**src/rtl/sat_pkg.sv**
```systemverilog
// sat_pkg: shared opcodes and width-parametrised saturation limits
package sat_pkg;

  typedef enum logic [1:0] {
    OP_ADD  = 2'b00,
    OP_SUB  = 2'b01,
    OP_ACC  = 2'b10,
    OP_LOAD = 2'b11
  } op_t;

  // Largest positive two's complement value of a w-bit word (w <= 64)
  function automatic logic [63:0] sat_max(input int w);
    return (64'd1 << (w - 1)) - 64'd1;
  endfunction

  // Most negative two's complement value of a w-bit word (w <= 64)
  function automatic logic [63:0] sat_min(input int w);
    return 64'd1 << (w - 1);
  endfunction

endpackage

```
**src/rtl/sat_add_core.sv**
```systemverilog
// sat_add_core: exact signed add/sub with optional saturation and result flags
module sat_add_core
  import sat_pkg::*;
#(
  parameter int WIDTH  = 16,
  parameter bit SAT_EN = 1'b1
) (
  input  logic [WIDTH-1:0] a,
  input  logic [WIDTH-1:0] b,
  input  logic             sub,
  output logic [WIDTH-1:0] result,
  output logic             ov,
  output logic             neg,
  output logic             zr
);

  localparam logic [WIDTH-1:0] MAX = WIDTH'(sat_max(WIDTH));
  localparam logic [WIDTH-1:0] MIN = WIDTH'(sat_min(WIDTH));

  logic [WIDTH:0] ax, bx, r;

  // One extra bit makes both sum and difference exact, including b = MIN on subtract
  assign ax = {a[WIDTH-1], a};
  assign bx = {b[WIDTH-1], b};
  assign r  = sub ? ax - bx : ax + bx;
  assign ov = r[WIDTH] ^ r[WIDTH-1];

  // Clamp toward the true sign (r[WIDTH]) on overflow; flags keep the legacy raw-sign convention
  always_comb begin
    result = (ov && SAT_EN) ? (r[WIDTH] ? MIN : MAX) : r[WIDTH-1:0];
    neg    = ov ? r[WIDTH-1] : result[WIDTH-1];
    zr     = ~ov & (result == '0);
  end

endmodule

```
**src/rtl/sat_addsub_pipe.sv**
```systemverilog
// sat_addsub_pipe: 2-stage valid/ready saturating add/sub/accumulate pipeline
module sat_addsub_pipe
  import sat_pkg::*;
#(
  parameter int WIDTH  = 16,
  parameter bit SAT_EN = 1'b1
) (
  input  logic             clk,
  input  logic             rst_n,
  input  logic             in_valid,
  output logic             in_ready,
  input  logic [1:0]       op,
  input  logic [WIDTH-1:0] in1,
  input  logic [WIDTH-1:0] in2,
  output logic             out_valid,
  input  logic             out_ready,
  output logic [WIDTH-1:0] out,
  output logic             zr,
  output logic             neg,
  output logic             ov,
  output logic [WIDTH-1:0] acc,
  output logic             ov_sticky,
  input  logic             clr_sticky
);

  logic             s1_v;
  op_t              s1_op;
  logic [WIDTH-1:0] s1_a, s1_b;
  logic             s2_ready, xfer;
  logic [WIDTH-1:0] a, res;
  logic             sub, c_ov, c_neg, c_zr;

  assign s2_ready = ~out_valid | out_ready;
  assign in_ready = ~s1_v | s2_ready;
  assign xfer     = s1_v & s2_ready;

  // Operand A: the accumulator for ACC, zero for LOAD so the core passes in2 through unflagged
  always_comb begin
    a   = (s1_op == OP_ACC) ? acc : (s1_op == OP_LOAD) ? '0 : s1_a;
    sub = (s1_op == OP_SUB);
  end

  sat_add_core #(.WIDTH(WIDTH), .SAT_EN(SAT_EN)) u_core (
    .a      (a),
    .b      (s1_b),
    .sub    (sub),
    .result (res),
    .ov     (c_ov),
    .neg    (c_neg),
    .zr     (c_zr)
  );

  // Stage 1 input register; holds its op while stage 2 is blocked
  always_ff @(posedge clk or negedge rst_n)
    if (!rst_n) begin
      s1_v  <= 1'b0;
      s1_op <= OP_ADD;
      s1_a  <= '0;
      s1_b  <= '0;
    end else begin
      if (in_ready) s1_v <= in_valid;
      if (in_valid && in_ready) begin
        s1_op <= op_t'(op);
        s1_a  <= in1;
        s1_b  <= in2;
      end
    end

  // Stage 2 result register; frozen while the consumer stalls
  always_ff @(posedge clk or negedge rst_n)
    if (!rst_n) begin
      out_valid <= 1'b0;
      out       <= '0;
      zr        <= 1'b0;
      neg       <= 1'b0;
      ov        <= 1'b0;
    end else begin
      if (s2_ready) out_valid <= s1_v;
      if (xfer) begin
        out <= res;
        zr  <= c_zr;
        neg <= c_neg;
        ov  <= c_ov;
      end
    end

  // Accumulator commits as the op leaves stage 1, so a following ACC sees it with no bubble
  always_ff @(posedge clk or negedge rst_n)
    if (!rst_n) acc <= '0;
    else if (xfer && (s1_op == OP_ACC || s1_op == OP_LOAD)) acc <= res;

  // Sticky overflow; a new overflow beats a simultaneous clear
  always_ff @(posedge clk or negedge rst_n)
    if (!rst_n) ov_sticky <= 1'b0;
    else if (xfer && c_ov) ov_sticky <= 1'b1;
    else if (clr_sticky) ov_sticky <= 1'b0;

endmodule

```
**config.mk**
```make
export PLATFORM = sky130hd
export DESIGN_NAME = sat_addsub_pipe
export DESIGN_NICKNAME = d
export VERILOG_FILES = /design/src/rtl/sat_pkg.sv /design/src/rtl/sat_add_core.sv /design/src/rtl/sat_addsub_pipe.sv
export SDC_FILE = /design/constraint.sdc
export NUM_CORES = 1
export LEC_CHECK = 0
export BUFFER_PORTS_ARGS = -buffer_cell sky130_fd_sc_hd__buf_2
export CORE_MARGIN = 1.5
export CORE_UTILIZATION = 30
export CTS_CLUSTER_SIZE = 10
export DETAILED_ROUTE_END_ITERATION = 8
export GPL_TIMING_DRIVEN = 0
export PLACE_DENSITY = 0.49
export SLEW_MARGIN = 25
export SYNTH_ARGS = -nofsm -noshare
export SYNTH_HDL_FRONTEND = slang
export SYNTH_SLANG_ARGS = --single-unit
```
**constraint.sdc**
```tcl
create_clock -name clk -period 7.95 [get_ports clk]
set_input_delay 0.3975 -clock clk [delete_from_list [all_inputs] [get_ports clk]]
set_output_delay 0.3975 -clock clk [all_outputs]
set_load 0.05 [all_outputs]
```
==> results of run 1 <==
==> cell usage after synthesis (all sizes together), types with 3 or more instances <==
cell and instances:
nor3 6, o211ai 15, a31oi 7, a221o 4, buf 6, inv 22
xnor2 12, clkbuf 19, nand2b 8, a2bb2oi 6, dfrtp 72, o31ai 5
a22oi 11, a21o 5, and3 4, o21a 7, a21oi 28, or3 6
or2 3, o311ai 4, nand2 47, o21ai 33, nand4 7, nor2 25
ha 17, xor2 13, mux2 35, nand3 13, nor2b 9, and2 4
nand3b 3, nor4 3
==> registers in the layout, indices dropped and copies added (netlist names) <==
signal and flops:
acc 16, neg 1, out 16, out_valid 1, ov 1, ov_sticky 1, s1_a 16, s1_b 16
s1_op 2, s1_v 1, zr 1
==> power groups by stage <==
stage / clock network (uW) / registers (uW) / logic [uW]
after floorplan: 0 / 881 / 775
after global placement: 0 / 591 / 1420
after detailed placement: 0 / 596 / 1440
after CTS: 449 / 589 / 1450
after global routing: 468 / 605 / 1570
final: 438 / 589 / 1440
==> layout make-up <==
type	count	area share (%)
Timing Repair Buffer	78	7.502
Tap cell	184	4.183
Buffer	25	2.160
Clock buffer	10	4.342
Inverter	22	1.500
Multi-Input combinational cell	359	46.08
Sequential cell	72	32.73
Clock inverter	6	1.500
==> worst paths after layout <==
check | from | end | depth (start not counted)
max | s1_op[1]$_DFFE_PN0P_ | acc[4]$_DFFE_PN0P_ | 15
min | in_valid | s1_v$_DFFE_PN0N_ | 2
max reg2reg | s1_op[1]$_DFFE_PN0P_ | acc[4]$_DFFE_PN0P_ | 15
min reg2reg | neg$_DFFE_PN0P_ | neg$_DFFE_PN0P_ | 1
max in group asynchronous | rst_n | s1_b[0]$_DFFE_PN0P_ | 3
min in group asynchronous | rst_n | out[11]$_DFFE_PN0P_ | 2
==> cells by family after synthesis <==
family | count (synthesis) | share of synthesized area, %
compound gates | 138 | 20.34
mux | 35 | 8.683
flops | 72 | 39.69
simple gates | 143 | 16.90
fa+ha+maj | 18 | 5.127
buf+inv | 47 | 4.438
xor+xnor | 25 | 4.824
==> worst max-delay path, delay by kind of cell (launching register included) <==
family	cells	cell delay, ns
fa+ha+maj	1	0.35
buf+inv	4	1.52
flops	1	0.32
simple gates	4	1.12
compound gates	6	1.25
==> per-layer routing <==
| layer | vias up | routed length [microns] | global-route usage (%) |
|---|---|---|---|
| met4 | 0 | 209 | 5.477 |
| li1 | 1923 | - | - |
| met1 | 1841 | 5746 | 22.09 |
| met3 | 16 | 723 | 3.823 |
| met2 | 99 | 5749 | 26.34 |
| met5 | - | 0 | 0 |
==> per-stage QoR <==
step                      utilization (%)  hold WS (ns)  cell area, sq um  worst slack (ns)  std cells
after floorplan                         -        0.1019              4539             4.191        478
after global placement              35.17        0.4564              5150             3.306        738
after detailed placement            35.32        0.3592              5172             3.235        739
after CTS                           37.59        0.2612              5504             3.230        756
after global routing                37.59        0.2600              5504             2.824        756
final                               37.59        0.2647              5504             3.281        756
==> timing repair <==
action | 4_1_cts | 5_1_grt
setup endpoints to repair | 0 | 0
buffers inserted | 0 | 0
hold buffers | 1 | 0
hold endpoints to repair | 15 | 0
==> impl_metrics.env, run 1 <==
export IMPL_clock_sinks=72
export IMPL_unrepaired_setup_endpoints_after_global_routing="false"
export IMPL_maxClockFrequency_mhz=214.2
export IMPL_layout_commonest_cell="sky130_fd_sc_hd__buf_2"
export IMPL_crit_type="register to register"
export IMPL_timing_slew_headroom_pct=56.36
export IMPL_netlist_cell_type_count=62
export IMPL_mostFrequentLayoutCells="77 x sky130_fd_sc_hd__buf_2, 72 x sky130_fd_sc_hd__dfrtp_1, 46 x sky130_fd_sc_hd__nand2_1, 34 x sky130_fd_sc_hd__mux2_2, 31 x sky130_fd_sc_hd__o21ai_0"
export IMPL_area_growth_synth_to_final_pct=21.25
export IMPL_slowest_delay_ns=0.44
export IMPL_detailedRoute_firstIterationViolations=235
export IMPL_worst_setup_path_end_kind="register"
export IMPL_yosys_top_cells_area="sky130_fd_sc_hd__dfrtp_1 40%, sky130_fd_sc_hd__mux2_2 8.4%, sky130_fd_sc_hd__ha_1 4.7%"
export IMPL_period_needed_ns=4.669
export IMPL_run_status="complete, but fails checks"
export IMPL_clock_insertion_delay_worst_skew_ns=0.35
export IMPL_grt_pass1_wl_mm=20.49
export IMPL_io_buffer_count=76
export IMPL_regArea_sq_mm=0.001802
export IMPL_finalCritPeriodShare_pct=58.73
export IMPL_overflow=0
export IMPL_critical_path_slowest_cell="sky130_fd_sc_hd__clkbuf_1"
export IMPL_crit_path_frequent_cell="sky130_fd_sc_hd__clkbuf_1"
export IMPL_power_density_cell_area_mw_per_mm2=448.7
export IMPL_num_antenna_cells=0
export IMPL_globalplace_congestion=0.8512
export IMPL_p_int_uw=1236
export IMPL_hold_path_class="primary input to register"
export IMPL_antenna_violations_before_repair=0
export IMPL_design_power_total_uw=2470
export IMPL_timing_critical_path_cells="clkbuf_1 > clkbuf_1 > nor2b_1 > clkbuf_1 > nand2_1 > o21ai_0 > ha_1 > a21o_1 > or3_1 > o211a_1 > o21ai_0 > and3_1 > clkbuf_1 > a21oi_1 > a221o_1"
export IMPL_synthCells=478
export IMPL_synth_largest_type_area_fraction_pct=39.69
export IMPL_cts_tree="built"
export IMPL_numCtsBuffers=9
export IMPL_clockPowerShare_pct=17.7
export IMPL_crit_required_ns=8.18
export IMPL_clk_path_buf_depth=2
export IMPL_critical_path_peak_fanout=10
export IMPL_p_leak_uw=0.002438
export IMPL_clkSlewWorstSetupHoldPaths_ns=0.06
export IMPL_cts_repair_resized=0
export IMPL_violations_in_the_final_reports="DRC"
export IMPL_ys_seq_area_share_pct=39.69
export IMPL_fin_skew_ns=0.008607
export IMPL_switching_power_uw=1234
export IMPL_detail_route_vias_per_cell=5.131
export IMPL_grt_start_max_net_pins=43
export IMPL_die_area_sq_mm=0.01588
export IMPL_routedWlPerCell_microns=16.44
export IMPL_number_of_enable_type_register_cells_in_the_synthesized_netlist=0
export IMPL_synthDominantAreaCellType="sky130_fd_sc_hd__dfrtp_1"
export IMPL_sw_frac_of_total_pct=49.94
export IMPL_yosysWarnings=0
export IMPL_grt_pass1_vias=3883
export IMPL_detail_route_drc_violations=5
export IMPL_first_pass_iters=7
export IMPL_std_cell_rows=44
export IMPL_proportion_of_power_drawn_by_combinational_gates_pct=58.4
export IMPL_clockRootBuffer="sky130_fd_sc_hd__clkbuf_16"
export IMPL_ys_dominant_reg_cell="sky130_fd_sc_hd__dfrtp_1"
export IMPL_die_height_microns=126.0
export IMPL_dp_final_hpwl_mm=9.852
export IMPL_async_flop_share_pct=100.0
export IMPL_final_layout_size_suffix_gt1_share_pct=25.52
export IMPL_post_synth_instance_area_sq_mm=0.004539
export IMPL_postSynthRegisterBits=72
export IMPL_startpoint_type="register"
export IMPL_fin_setup_tns_ns=0
export IMPL_final_antenna_net_count=0
export IMPL_die_width_microns=126.0
export IMPL_timing_final_setup_violations=0
export IMPL_timing_worst_slew_pin_value_ns=0.6502
export IMPL_drv_max_cap_violation_count=0
export IMPL_ir_worst_vdd_uv=158.5
export IMPL_detailroute_via_count=3879
export IMPL_r2r_slack_ns=3.28
export IMPL_initial_core_util_pct=31.00
export IMPL_final_net_count=624
export IMPL_number_of_h_tree_levels=3
export IMPL_synthesized_area_per_cell_sq_um=9.497
export IMPL_multi_input_area_sq_mm=0.002536
export IMPL_fp_coreArea_sq_mm=0.01464
export IMPL_global_route_usage_total_pct=16.49
export IMPL_timing_final_hold_violations=0
export IMPL_final_max_slew_viol_count=0
export IMPL_crit_arrival_ns=4.90
export IMPL_nFillCells=1504
export IMPL_postSynthNetCount=535
export IMPL_share_seq_of_total_power_pct=23.8
export IMPL_wirelength_routed_mm=12.43
export IMPL_ios=77
Power figures use the tool's default switching activity.
==> run 2, diff against run 1 <==
ABC_AREA = 1   (was unset)
PLACE_DENSITY = 0.51   (was 0.49)
clock period = 4 ns   (was 7.95 ns; I/O delays follow)
==> run 2 against run 1 <==
- the run now ends clean
- combinational power rose by 90%
- register-to-register slack got worse by 2.9 ns
- clock power up 130%
- utilization is essentially flat
- clock skew is 0.0040 ns lower
- hold slack lost 0.21 ns
- sequential cell count stayed put
- power rose by 96%
- critical path depth increased by 6
- wire length decreased by 2.1%
- area after synthesis fell by 2.5%
- clock-buffer cell count is the same
- critical path type unchanged
- critical endpoint is now acc[0]$_DFFE_PN0P_
- largest power group unchanged
- highest routed layer unchanged
==> impl_metrics.env, run 2 <==
export IMPL_synthesized_area_per_cell_sq_um=7.721
export IMPL_ios=77
export IMPL_crit_required_ns=4.27
export IMPL_switching_power_uw=2423
export IMPL_antenna_violations_before_repair=0
export IMPL_use_met3_pct=4.381
export IMPL_post_synth_instance_area_sq_mm=0.004424
export IMPL_fp_coreArea_sq_mm=0.01448
export IMPL_finalCritPeriodShare_pct=90.41
export IMPL_timing_slew_headroom_pct=52.59
export IMPL_final_layout_size_suffix_gt1_share_pct=22.49
export IMPL_synth_largest_type_area_fraction_pct=40.72
export IMPL_global_route_usage_total_pct=16.45
export IMPL_synthCells=573
export IMPL_unrepaired_setup_endpoints_after_global_routing="false"
export IMPL_netlist_cell_type_count=35
export IMPL_synth_most_common_cell="sky130_fd_sc_hd__nand2_1"
export IMPL_die_width_microns=124.4
export IMPL_drv_max_cap_violation_count=0
export IMPL_dp_final_hpwl_mm=10.01
export IMPL_grt_start_max_net_pins=38
export IMPL_globalplace_congestion=0.8620
export IMPL_timing_final_hold_violations=0
export IMPL_synthDominantAreaCellType="sky130_fd_sc_hd__dfrtp_1"
export IMPL_grt_pass1_vias=3936
export IMPL_ir_worst_vdd_uv=328.0
export IMPL_ys_seq_area_share_pct=40.72
export IMPL_area_growth_synth_to_final_pct=23.02
export IMPL_clock_insertion_delay_worst_skew_ns=0.35
export IMPL_power_density_cell_area_mw_per_mm2=891.0
export IMPL_detail_route_vias_per_cell=4.657
export IMPL_final_setup_worst_slack_ns=0.3837
export IMPL_clk_path_buf_depth=2
export IMPL_timing_critical_path_cells="inv_4 > nand2_4 > inv_1 > a21oi_1 > a21oi_2 > nand3_1 > nand2_1 > xor2_1 > ha_1 > nand2_1 > nor2_2 > and2_1 > nand2_2 > nand3_1 > nand2_2 > nand3_2 > buf_6 > nand2_1 > o21ai_1 > nand2_1 > o21ai_1"
export IMPL_fin_setup_tns_ns=0
export IMPL_num_antenna_cells=0
export IMPL_detail_route_drc_violations=0
export IMPL_postSynthNetCount=630
export IMPL_clkSlewWorstSetupHoldPaths_ns=0.06
export IMPL_maxClockFrequency_mhz=276.5
export IMPL_clockPowerShare_pct=20.6
export IMPL_startpoint_type="register"
export IMPL_timing_final_setup_violations=0
export IMPL_detailedRoute_firstIterationViolations=173
export IMPL_slowest_delay_ns=0.48
export IMPL_std_cell_rows=44
export IMPL_period_needed_ns=3.616
export IMPL_yosysWarnings=0
export IMPL_use_met1_pct=21.77
export IMPL_routedWlPerCell_microns=14.30
export IMPL_io_buffer_count=76
export IMPL_ys_dominant_reg_cell="sky130_fd_sc_hd__dfrtp_1"
export IMPL_initial_core_util_pct=30.56
export IMPL_async_flop_share_pct=100.0
export IMPL_die_area_sq_mm=0.01549
export IMPL_cts_tree="built"
export IMPL_final_net_count=719
export IMPL_grt_pass1_wl_mm=19.92
export IMPL_top_usage_layer="met2"
export IMPL_crit_path_frequent_cell="sky130_fd_sc_hd__nand2_1"
export IMPL_synth_cells_most_frequent="156 x sky130_fd_sc_hd__nand2_1, 72 x sky130_fd_sc_hd__dfrtp_1, 69 x sky130_fd_sc_hd__inv_1"
export IMPL_timing_worst_slew_pin_value_ns=0.7085
export IMPL_layout_commonest_cell="sky130_fd_sc_hd__nand2_1"
export IMPL_overflow=0
export IMPL_number_of_enable_type_register_cells_in_the_synthesized_netlist=0
export IMPL_wirelength_routed_mm=12.17
export IMPL_critical_path_slowest_cell="sky130_fd_sc_hd__dfrtp_1"
export IMPL_clock_sinks=72
export IMPL_run_status="finished, final reports clean"
export IMPL_share_seq_of_total_power_pct=22.9
export IMPL_number_of_h_tree_levels=3
export IMPL_fin_skew_ns=0.004621
export IMPL_postSynthRegisterBits=72
export IMPL_numCtsBuffers=9
export IMPL_use_met2_pct=26.54
export IMPL_crit_type="register to register"
export IMPL_postCtsSetupBuffers=0
export IMPL_sw_frac_of_total_pct=49.97
export IMPL_hold_path_class="primary input to register"
export IMPL_detailroute_via_count=3963
export IMPL_dp_slack_ns=0.2615
export IMPL_clockRootBuffer="sky130_fd_sc_hd__clkbuf_16"
export IMPL_first_pass_iters=4
export IMPL_yosys_top_cells_area="sky130_fd_sc_hd__dfrtp_1 41%, sky130_fd_sc_hd__nand2_1 13%, sky130_fd_sc_hd__inv_1 5.9%"
export IMPL_final_antenna_net_count=0
export IMPL_p_int_uw=2426
export IMPL_critical_path_peak_fanout=10
export IMPL_proportion_of_power_drawn_by_combinational_gates_pct=56.5
export IMPL_mostFrequentLayoutCells="156 x sky130_fd_sc_hd__nand2_1, 79 x sky130_fd_sc_hd__buf_2, 72 x sky130_fd_sc_hd__dfrtp_1, 69 x sky130_fd_sc_hd__inv_1, 47 x sky130_fd_sc_hd__nor2_1"
export IMPL_crit_arrival_ns=3.88
export IMPL_p_leak_uw=0.002809
export IMPL_die_height_microns=124.4
export IMPL_worst_setup_path_end_kind="register"
export IMPL_final_max_slew_viol_count=0
run 2: cell types whose count changed after synthesis, moves of 12 or more:
cell | before | now
sky130_fd_sc_hd__o211ai_1 | 15 | 0
sky130_fd_sc_hd__nand3_1 | 11 | 23
sky130_fd_sc_hd__inv_1 | 22 | 69
sky130_fd_sc_hd__nor2_1 | 25 | 47
sky130_fd_sc_hd__nand2_2 | 1 | 14
sky130_fd_sc_hd__mux2_2 | 34 | 22
sky130_fd_sc_hd__nand2_1 | 46 | 156
run 2: path summary, 6_finish.rpt:
path                                      start               endpoint  slack (ns)  cells after the start
setup / recovery           s1_op[1]$_DFFE_PN0P_     acc[0]$_DFFE_PN0P_        0.38                     21
max in group asynchronous                 rst_n    s1_b[9]$_DFFE_PN0P_        3.06                      3
min in group asynchronous                 rst_n     out[5]$_DFFE_PN0P_        0.36                      2
hold / removal                       clr_sticky  ov_sticky$_DFFE_PN0P_        0.05                      2
hold reg to reg                 neg$_DFFE_PN0P_        neg$_DFFE_PN0P_        0.48                      2
setup reg to reg           s1_op[1]$_DFFE_PN0P_     acc[0]$_DFFE_PN0P_        0.38                     21
run 2: kinds of logic (layout without fill, tap and decap cells):
group,count (synthesis),in the layout,share of synthesized area (%)
AO/OA/AOI/OAI,95,95,11.76
XOR/XNOR,21,21,4.157
adder cells (fa/ha/maj),18,18,5.260
buffers and inverters,89,183,7.834
flip-flops,72,72,40.72
multiplexers,22,22,5.600
AND/OR/NAND/NOR,256,256,24.66
run 2: layout make-up:
| class | instances | area, sq um |
|---|---|---|
| multi-input cells | 412 | 2280 |
| clock inverters | 6 | 130.1 |
| repair buffers | 78 | 412.9 |
| fillers | 1509 | 9036 |
| plain buffers | 16 | 72.57 |
| flip-flops and latches | 72 | 1802 |
| well taps | 184 | 230.2 |
| clock buffers | 10 | 239.0 |
| inverters | 73 | 276.5 |
run 2: critical path, delay by kind of cell, from the launching register on:
kind / cells / cell delay (ns)
AO/OA/AOI/OAI: 4 / 0.74
XOR/XNOR: 1 / 0.15
adder cells (fa/ha/maj): 1 / 0.38
buffers and inverters: 3 / 0.40
flip-flops: 1 / 0.48
AND/OR/NAND/NOR: 12 / 1.37
run 2: power groups by stage:
stage               sequential (uW)  clock (uW)  combinational [uW]
floorplan                      1700           0                1450
global placement               1110           0                2720
detailed placement             1120           0                2750
CTS                            1110        1020                2750
global route                   1140        1050                3030
finish                         1110        1000                2740
run 2: layer usage:
layer,share of wire (%),wire length (microns),up-vias
li1,-,-,2022
met2,45,5533,75
met1,48,5886,1854
met3,4.9,591,12
met5,0,0,-
met4,1.3,160,0
run 2: per-stage QoR:
step                      instance area (sq um)  util [%]  total power [uW]  std cells  hold slack, ns
after global routing                       5443     37.59              5221        851         0.03591
after global placement                     5035     34.77              3838        833          0.3959
after CTS                                  5436     37.55              4884        851         0.04074
after detailed placement                   5057     34.93              3871        834          0.2011
after floorplan                            4424         -              3150        573        -0.09559
final                                      5443     37.59              4849        851         0.05085
run 2: timing repair:
| item | in CTS | in global routing |
|---|---|---|
| resized for setup | 0 | 2 |
| endpoints found under the setup margin | 0 | 25 |
| hold endpoints to repair | 36 | 0 |
| hold buffers | 1 | 0 |
